File: config.mk
export PLATFORM = sky130hd
export DESIGN_NAME = bit_serializer_flat
export DESIGN_NICKNAME = d
export VERILOG_FILES = /design/src/rtl/bit_serializer_if.sv /design/src/rtl/bit_serializer.sv /design/src/flat_wrapper.sv
export SDC_FILE = /design/constraint.sdc
export NUM_CORES = 1
export LEC_CHECK = 0
export CAP_MARGIN = 20
export CORE_MARGIN = 2
export CORE_UTILIZATION = 60
export CTS_CLUSTER_SIZE = 14
export DETAILED_ROUTE_END_ITERATION = 8
export DONT_BUFFER_PORTS = 1
export PLACE_DENSITY = 0.75
export SYNTH_ARGS = -nofsm -noshare
export SYNTH_HDL_FRONTEND = slang
export SYNTH_SLANG_ARGS = --single-unit
File: constraint.sdc
create_clock -name clk -period 5.2 [get_ports clk]
set_clock_uncertainty 0.15 [all_clocks]
set_input_delay 1.04 -clock clk [delete_from_list [all_inputs] [get_ports clk]]
set_output_delay 1.04 -clock clk [all_outputs]
set_load 0.02 [all_outputs]
File: src/rtl/bit_serializer_if.sv
// Parallel-in handshake and serial-out bundle between a word producer,
// the bit_serializer, and the downstream sequence detector.
`timescale 1ns/1ps
interface bit_serializer_if #(
  parameter int WIDTH = 8,
  parameter int DEPTH = 4
);
  logic [WIDTH-1:0]         din;
  logic                     din_valid;
  logic                     din_ready;
  logic                     a;
  logic                     a_valid;
  logic                     busy;
  logic [$clog2(DEPTH):0]   count;

  // Word producer / observer side.
  modport master (
    output din, din_valid,
    input  din_ready, a, a_valid, busy, count
  );

  // Serializer side.
  modport slave (
    input  din, din_valid,
    output din_ready, a, a_valid, busy, count
  );
endinterface

File: src/rtl/bit_serializer.sv
// FIFO-buffered parallel-to-serial converter feeding the sequence detector:
// one bit per clock on a/a_valid, words emitted back to back without gaps.
`timescale 1ns/1ps
module bit_serializer #(
  parameter int WIDTH     = 8,
  parameter int DEPTH     = 4,
  parameter bit MSB_FIRST = 1'b1
) (
  input  logic clk,
  input  logic rst,
  bit_serializer_if.slave bus
);
  localparam int AW = $clog2(DEPTH);
  localparam int CW = AW + 1;
  localparam int BW = $clog2(WIDTH);

  typedef enum logic {IDLE, SHIFT} state_t;

  function automatic logic lead_bit(input logic [WIDTH-1:0] w);
    if (MSB_FIRST) return w[WIDTH-1];
    else           return w[0];
  endfunction

  // Moves the next bit to emit into the lead position.
  function automatic logic [WIDTH-1:0] advance(input logic [WIDTH-1:0] w);
    if (MSB_FIRST) return {w[WIDTH-2:0], 1'b0};
    else           return {1'b0, w[WIDTH-1:1]};
  endfunction

  logic [WIDTH-1:0] mem_q [DEPTH];
  logic [AW-1:0]    wr_ptr_q, wr_ptr_d;
  logic [AW-1:0]    rd_ptr_q, rd_ptr_d;
  logic [CW-1:0]    count_q, count_d;
  state_t           state_q, state_d;
  logic [WIDTH-1:0] sreg_q, sreg_d;
  logic [BW-1:0]    bitcnt_q, bitcnt_d;
  logic             a_q, a_d;
  logic             a_valid_q, a_valid_d;
  logic             ready;
  logic             push;
  logic             pop;
  logic [WIDTH-1:0] head;

  assign ready         = rst && (count_q != CW'(DEPTH));
  assign push          = bus.din_valid && ready;
  assign head          = mem_q[rd_ptr_q];

  assign bus.din_ready = ready;
  assign bus.a         = a_q;
  assign bus.a_valid   = a_valid_q;
  assign bus.busy      = (state_q == SHIFT);
  assign bus.count     = count_q;

  always_comb begin
    state_d   = state_q;
    sreg_d    = sreg_q;
    bitcnt_d  = bitcnt_q;
    a_d       = a_q;
    a_valid_d = a_valid_q;
    rd_ptr_d  = rd_ptr_q;
    wr_ptr_d  = wr_ptr_q;
    count_d   = count_q;
    pop       = 1'b0;

    // Popping looks only at registered occupancy, so a word pushed this
    // edge is never popped on the same edge.
    case (state_q)
      IDLE: begin
        if (count_q != '0) pop = 1'b1;
      end
      SHIFT: begin
        if (bitcnt_q != '0) begin
          a_d      = lead_bit(sreg_q);
          sreg_d   = advance(sreg_q);
          bitcnt_d = bitcnt_q - 1'b1;
        end else if (count_q != '0) begin
          pop = 1'b1;
        end else begin
          a_d       = 1'b0;
          a_valid_d = 1'b0;
          state_d   = IDLE;
        end
      end
      default: state_d = IDLE;
    endcase

    if (pop) begin
      a_d       = lead_bit(head);
      sreg_d    = advance(head);
      a_valid_d = 1'b1;
      bitcnt_d  = BW'(WIDTH - 1);
      state_d   = SHIFT;
      rd_ptr_d  = rd_ptr_q + 1'b1;
    end

    if (push) wr_ptr_d = wr_ptr_q + 1'b1;

    case ({push, pop})
      2'b10:   count_d = count_q + 1'b1;
      2'b01:   count_d = count_q - 1'b1;
      default: count_d = count_q;
    endcase
  end

  always_ff @(posedge clk or negedge rst) begin
    if (!rst) begin
      state_q   <= IDLE;
      bitcnt_q  <= '0;
      a_q       <= 1'b0;
      a_valid_q <= 1'b0;
      rd_ptr_q  <= '0;
      wr_ptr_q  <= '0;
      count_q   <= '0;
    end else begin
      state_q   <= state_d;
      bitcnt_q  <= bitcnt_d;
      a_q       <= a_d;
      a_valid_q <= a_valid_d;
      rd_ptr_q  <= rd_ptr_d;
      wr_ptr_q  <= wr_ptr_d;
      count_q   <= count_d;
    end
  end

  always_ff @(posedge clk) begin
    if (push) mem_q[wr_ptr_q] <= bus.din;
    sreg_q <= sreg_d;
  end
endmodule

File: src/flat_wrapper.sv
// flat-port wrapper written by rule: the top's interface ports become plain ports
module bit_serializer_flat 
#(
  parameter int WIDTH     = 8,
  parameter int DEPTH     = 4,
  parameter bit MSB_FIRST = 1'b1
)
  (clk, rst, bus_din, bus_din_valid, bus_din_ready, bus_a, bus_a_valid, bus_busy, bus_count);
  bit_serializer_if #(.WIDTH(WIDTH), .DEPTH(DEPTH)) bus_i ();
  input  logic clk;
  input  logic rst;
  input wire logic [$bits(bus_i.din)-1:0] bus_din;
  input wire logic [$bits(bus_i.din_valid)-1:0] bus_din_valid;
  output wire logic [$bits(bus_i.din_ready)-1:0] bus_din_ready;
  output wire logic [$bits(bus_i.a)-1:0] bus_a;
  output wire logic [$bits(bus_i.a_valid)-1:0] bus_a_valid;
  output wire logic [$bits(bus_i.busy)-1:0] bus_busy;
  output wire logic [$bits(bus_i.count)-1:0] bus_count;
  assign bus_i.din = bus_din;
  assign bus_i.din_valid = bus_din_valid;
  assign bus_din_ready = bus_i.din_ready;
  assign bus_a = bus_i.a;
  assign bus_a_valid = bus_i.a_valid;
  assign bus_busy = bus_i.busy;
  assign bus_count = bus_i.count;
  bit_serializer #(.WIDTH(WIDTH), .DEPTH(DEPTH), .MSB_FIRST(MSB_FIRST)) u_core (.clk(clk), .rst(rst), .bus(bus_i));
endmodule
After elaboration in Yosys (flattened, before gate mapping) --
Memory sizes are Yosys's and may differ from the RTL's. Cells that the tools add are included.
Word-level totals: flip-flop bits (word level) 20, bits in latches 0, bits in writable memories 32, bits in read-only memories 0, bits of input ports 11, output and inout bits 7, logic and storage cells 53, memories kept 1
Memories:
- u_core.mem_q | words 4, width 8, read ports 1, clocked after memory_dff 0, write ports 1, line bit_serializer.sv:30 | logic [WIDTH-1:0] mem_q [DEPTH];
Cells by class: add/subtract/negate cells 5, multipliers 0, divide/modulo/power cells 0, magnitude comparators 0, eq/ne operators 6, shifts and indexed selects 0, multiplexer cells 22, bitwise gates (word level) 1, reductions and logical operators 10
Operator list (count):
- $mux W8 | 3
- $mux W1 | 14
- $mux W3 | 3
- $pmux W3 S2 | 1
- $reduce_bool A2 Y1 | 3
- $reduce_bool A3 Y1 | 2
- $sub A3 B1 Y3 const B | 2
- $add A2 B1 Y2 const B | 2
- $ne A2 B1 Y1 const B | 2
- $reduce_and A2 Y1 | 2
- $add A3 B1 Y3 const B | 1
- $ne A3 B1 Y1 const B | 1
- $ne A3 B3 Y1 const B | 1
- $reduce_and A3 Y1 | 1
- $eq A2 B1 Y1 const B | 1
- $eq A2 B2 Y1 const B | 1
- $logic_and A1 B1 Y1 | 2
- $pmux W1 S2 | 1
- $not A1 Y1 | 1

Logic depth before layout (Yosys ltp) --
depth after elaboration 6, gate-level depth with buffers 12, depth with buffers taken out 11

Worst setup path after synthesis --
Ideal clock, no wire load.
path type input to output, start point input rst, end point output bus_din_ready, data arrival time 1267 ps, data required time 4010 ps, path slack 2743 ps, stages on the path 1, path buffers 0, cells stage by stage o31a_1
Between the ends: word-level cells in the longest chain between the ends 1
RTL lines:
- start, declared | line flat_wrapper.sv:11 | input logic rst;
- $logic_and A1 B1 Y1 | line bit_serializer.sv:44 | assign ready = rst && (count_q != CW'(DEPTH));
- end, declared | line flat_wrapper.sv:14 | output wire logic [$bits(bus_i.din_ready)-1:0] bus_din_ready;
No other way between the ends.

Final worst setup path --
start point register u_core.bitcnt_q[0], end point register u_core.count_q[1] (netlist: u_core.bus.count[1])
Between the ends: word-level cells in the longest chain between the ends 5, elaborated cells between the ends (all ways) 7, classes of those cells eq/ne: 2; mux: 3; reduce/logical: 2
RTL lines:
- start, declared | line bit_serializer.sv:36 | logic [BW-1:0] bitcnt_q, bitcnt_d;
- start signal, assigned | line bit_serializer.sv:116 | bitcnt_q <= bitcnt_d;
- $reduce_bool A3 Y1 * | line bit_serializer.sv:72 | if (bitcnt_q != '0) begin
- $mux W1 * | line bit_serializer.sv:72
- $pmux W1 S2 * | line bit_serializer.sv:67 | case (state_q)
- $eq A2 B1 Y1 / $eq A2 B2 Y1 (equally long branches) | line bit_serializer.sv:98 | case ({push, pop})
- $pmux W3 S2 / $reduce_bool A2 Y1 (equally long branches)
- end signal, assigned | line bit_serializer.sv:121 | count_q <= count_d;
- end, declared | line bit_serializer.sv:33 | logic [CW-1:0] count_q, count_d;
Every way passes the cells marked *; elsewhere a longest branch is shown, timed or not. A chain may end at the register's enable or synchronous reset.

==> flow_summary.json <==
{
  "clock_latency_ns": 0.29,
  "grt_first_pass_wirelength_mm": 5.45,
  "path_clk_slew_ns": 0.09,
  "p_per_area_nw_per_um2": 523,
  "fin_nets": 148,
  "tightest_slew_ns": 0.749,
  "worst-path-max-fanout": 8,
  "maxSlewViolCount": 0,
  "rows": 22,
  "synth_area_leaders": "edfxtp_1 53%, dfrtp_1 15%, mux4_2 7.1%",
  "start_util": 0.615,
  "crit_path_start_kind": "flip-flop",
  "remaining_drc_errors": 0,
  "swShare": 0.326,
  "ctsResizeCount": 0,
  "drive_gt1_frac": 0.192,
  "clockRootBuffer": "clkbuf_8",
  "drtIter0Drc": 60,
  "synth_area_sq_um": 2220,
  "dp_cells": 170,
  "synth_nets": 145,
  "first_pass_iters": 4,
  "status": "completed",
  "synth_top_area_cell": "edfxtp_1",
  "worstHoldPathType": "in2async",
  "ys_ff_latch": 52,
  "ys_types": 31,
  "fin_ws_ns": 2.53,
  "hold_violations": 0,
  "ir_drop_uv": 286,
  "setup_viol": 0,
  "vias": 1005,
  "die_w_microns": 64.8,
  "drv_cap": 0,
  "grt_max_degree": 18,
  "grtUsageTotal": 0.181,
  "place_hpwl_mm": 2.37,
  "period_share": 0.514,
  "netlist_top_cells_count": "39 x edfxtp_1, 13 x dfrtp_1, 11 x inv_1",
  "yosysMostFrequentCell": "edfxtp_1",
  "htree_levels": 2,
  "synth_top_area_share": 0.528,
  "relSlewSlack": 0.500,
  "synth_seq_area_share": 0.675,
  "grt.overflow.total": 0,
  "routed_wl_mm": 3.18,
  "p_int_mw": 0.828,
  "async_flop_share": 0.250,
  "power_switching_mw": 0.400,
  "dieArea_sq_um": 4200,
  "cts-buffers-inserted": 5,
  "seqPwrFrac": 0.549,
  "cp.arrival_ns": 2.74,
  "fin_cells": 178,
  "core_sq_um": 3610,
  "viasPerCell": 5.65,
  "cts_sinks": 52,
  "postCtsSetupBuffers": 0,
  "io_pins": 18,
  "fin_util": 0.651,
  "crit_path_end_kind": "flip-flop",
  "diodes": 0,
  "wl_per_cell_microns": 17.9,
  "synth.avg_cell_area_sq_um": 17.6,
  "required_ns": 5.27,
  "fin_tns_setup_ns": 0,
  "layout_min_cycle_time_ns": 2.67,
  "fillers": 242,
  "p_comb_frac": 0.269,
  "fp.dieH_microns": 64.8,
  "clock.fmax_ghz": 0.374,
  "syn_to_final_growth_pct": 5.75,
  "final_antenna_net_count": 0,
  "dp_slack_ns": 2.51,
  "hold_buffers": 0,
  "p_clk_frac": 0.183,
  "synth-edff-count": 39,
  "ys.flop_type": "edfxtp_1",
  "synth_warnings": 0,
  "clock_path_buffers": 2,
  "io_buffers": 0,
  "grt_pass1_vias": 1093,
  "p_leak_nw": 0.885,
  "critical_path_class": "reg2reg",
  "grt_setup_unrepaired": "false",
  "hold_slack_ns": 0.279,
  "place_congestion": 0.724,
  "antenna_found_initial": 0,
  "cts_tree": "built",
  "syn_inst": 126
}
[cell usage in the layout, fill, tap and decap left out]
master     n
nor3_4     1
xnor2_1    4
clkinv_4   1
clkbuf_8   5
or3_1      1
mux4_2     7
nor2_8     1
dfrtp_1   13
nand3_1    3
and2_1     4
o311a_4    1
mux2_4     6
mux4_1     1
o211ai_1   1
mux2i_1    1
inv_6      1
nor2b_1    1
nor2_1     2
xor2_1     2
fa_1       1
nor3_1     3
a21oi_1    4
and3_1     1
o31a_1     1
o22a_1     1
nand2b_1   1
inv_1     11
edfxtp_1  39
ha_1       7
mux2_2     1
clkinv_2   1
nand2_1    3
[logic make-up after synthesis]
| logic type | share of synthesized area |
|---|---|
| AO/OA/AOI/OAI | 0.0299 |
| flip-flops | 0.675 |
| AND/OR/NAND/NOR | 0.0609 |
| XOR/XNOR | 0.0237 |
| multiplexers | 0.133 |
| adder cells (fa/ha/maj) | 0.0485 |
| buffers and inverters | 0.0293 |
[final timing paths]
kind	slack [ns]	to	depth (start not counted)	startpoint
min in group clk	0.34	u_core.bitcnt_q[0]	1	u_core.bitcnt_q[0]
hold reg to reg	0.34	u_core.bitcnt_q[0]	1	u_core.bitcnt_q[0]
max in group asynchronous	4.55	u_core.bus.busy	0	rst
setup / recovery	2.53	u_core.bus.count[1]	9	u_core.bitcnt_q[0]
setup reg to reg	2.53	u_core.bus.count[1]	9	u_core.bitcnt_q[0]
hold / removal	0.28	u_core.wr_ptr_q[1]	0	rst
[power by group through the flow]
stage	Sequential (mW)	Combinational (mW)	Clock, mW
5_1_grt	0.690	0.368	0.248
2_1_floorplan	0.633	0.317	0
4_1_cts	0.676	0.337	0.231
6_report	0.674	0.330	0.224
3_3_place_gp	0.679	0.317	0
3_5_place_dp	0.685	0.338	0
[metal layers]
layer | vias to the layer above | GRT usage | routed length (microns)
met1 | 502 | 0.235 | 1390
met2 | 25 | 0.296 | 1650
met5 | - | 0 | 0
li1 | 472 | - | -
met4 | 0 | 0.0665 | 40
met3 | 6 | 0.0486 | 104
[area by class of cell]
class | count | area [sq um] | share of cell area
clock inverter | 3 | 22.5 | 0.00960
sequential | 52 | 1500 | 0.638
clock buffer | 5 | 68.8 | 0.0293
multi-input combinational | 59 | 657 | 0.280
inverter | 11 | 41.3 | 0.0176
tap | 48 | 60.1 | 0.0256
[worst max-delay path, cell delays in order (launching register included)]
cell	delay, ns
dfrtp_1	0.38
inv_1	0.06
ha_1	0.19
ha_1	0.24
nor2b_1	0.61
nor2_8	0.12
ha_1	0.25
inv_1	0.07
fa_1	0.40
mux2i_1	0.15
[per-stage QoR]
step	total power [mW]	cell area, sq um
2_1_floorplan	0.950	2220
3_3_place_gp	0.996	2250
3_5_place_dp	1.02	2250
4_1_cts	1.24	2350
5_1_grt	1.31	2350
6_report	1.23	2350
[sequential cells by signal, summed over array words and instances (netlist names)]
name                flops
u_core.bitcnt_q         3
u_core.bus.count        3
u_core.bus.a_valid      1
u_core.rd_ptr_q         2
u_core.sreg_q           7
u_core.mem_q           32
u_core.wr_ptr_q         2
u_core.bus.busy         1
u_core.bus.a            1
Power figures use the tool's default switching activity.
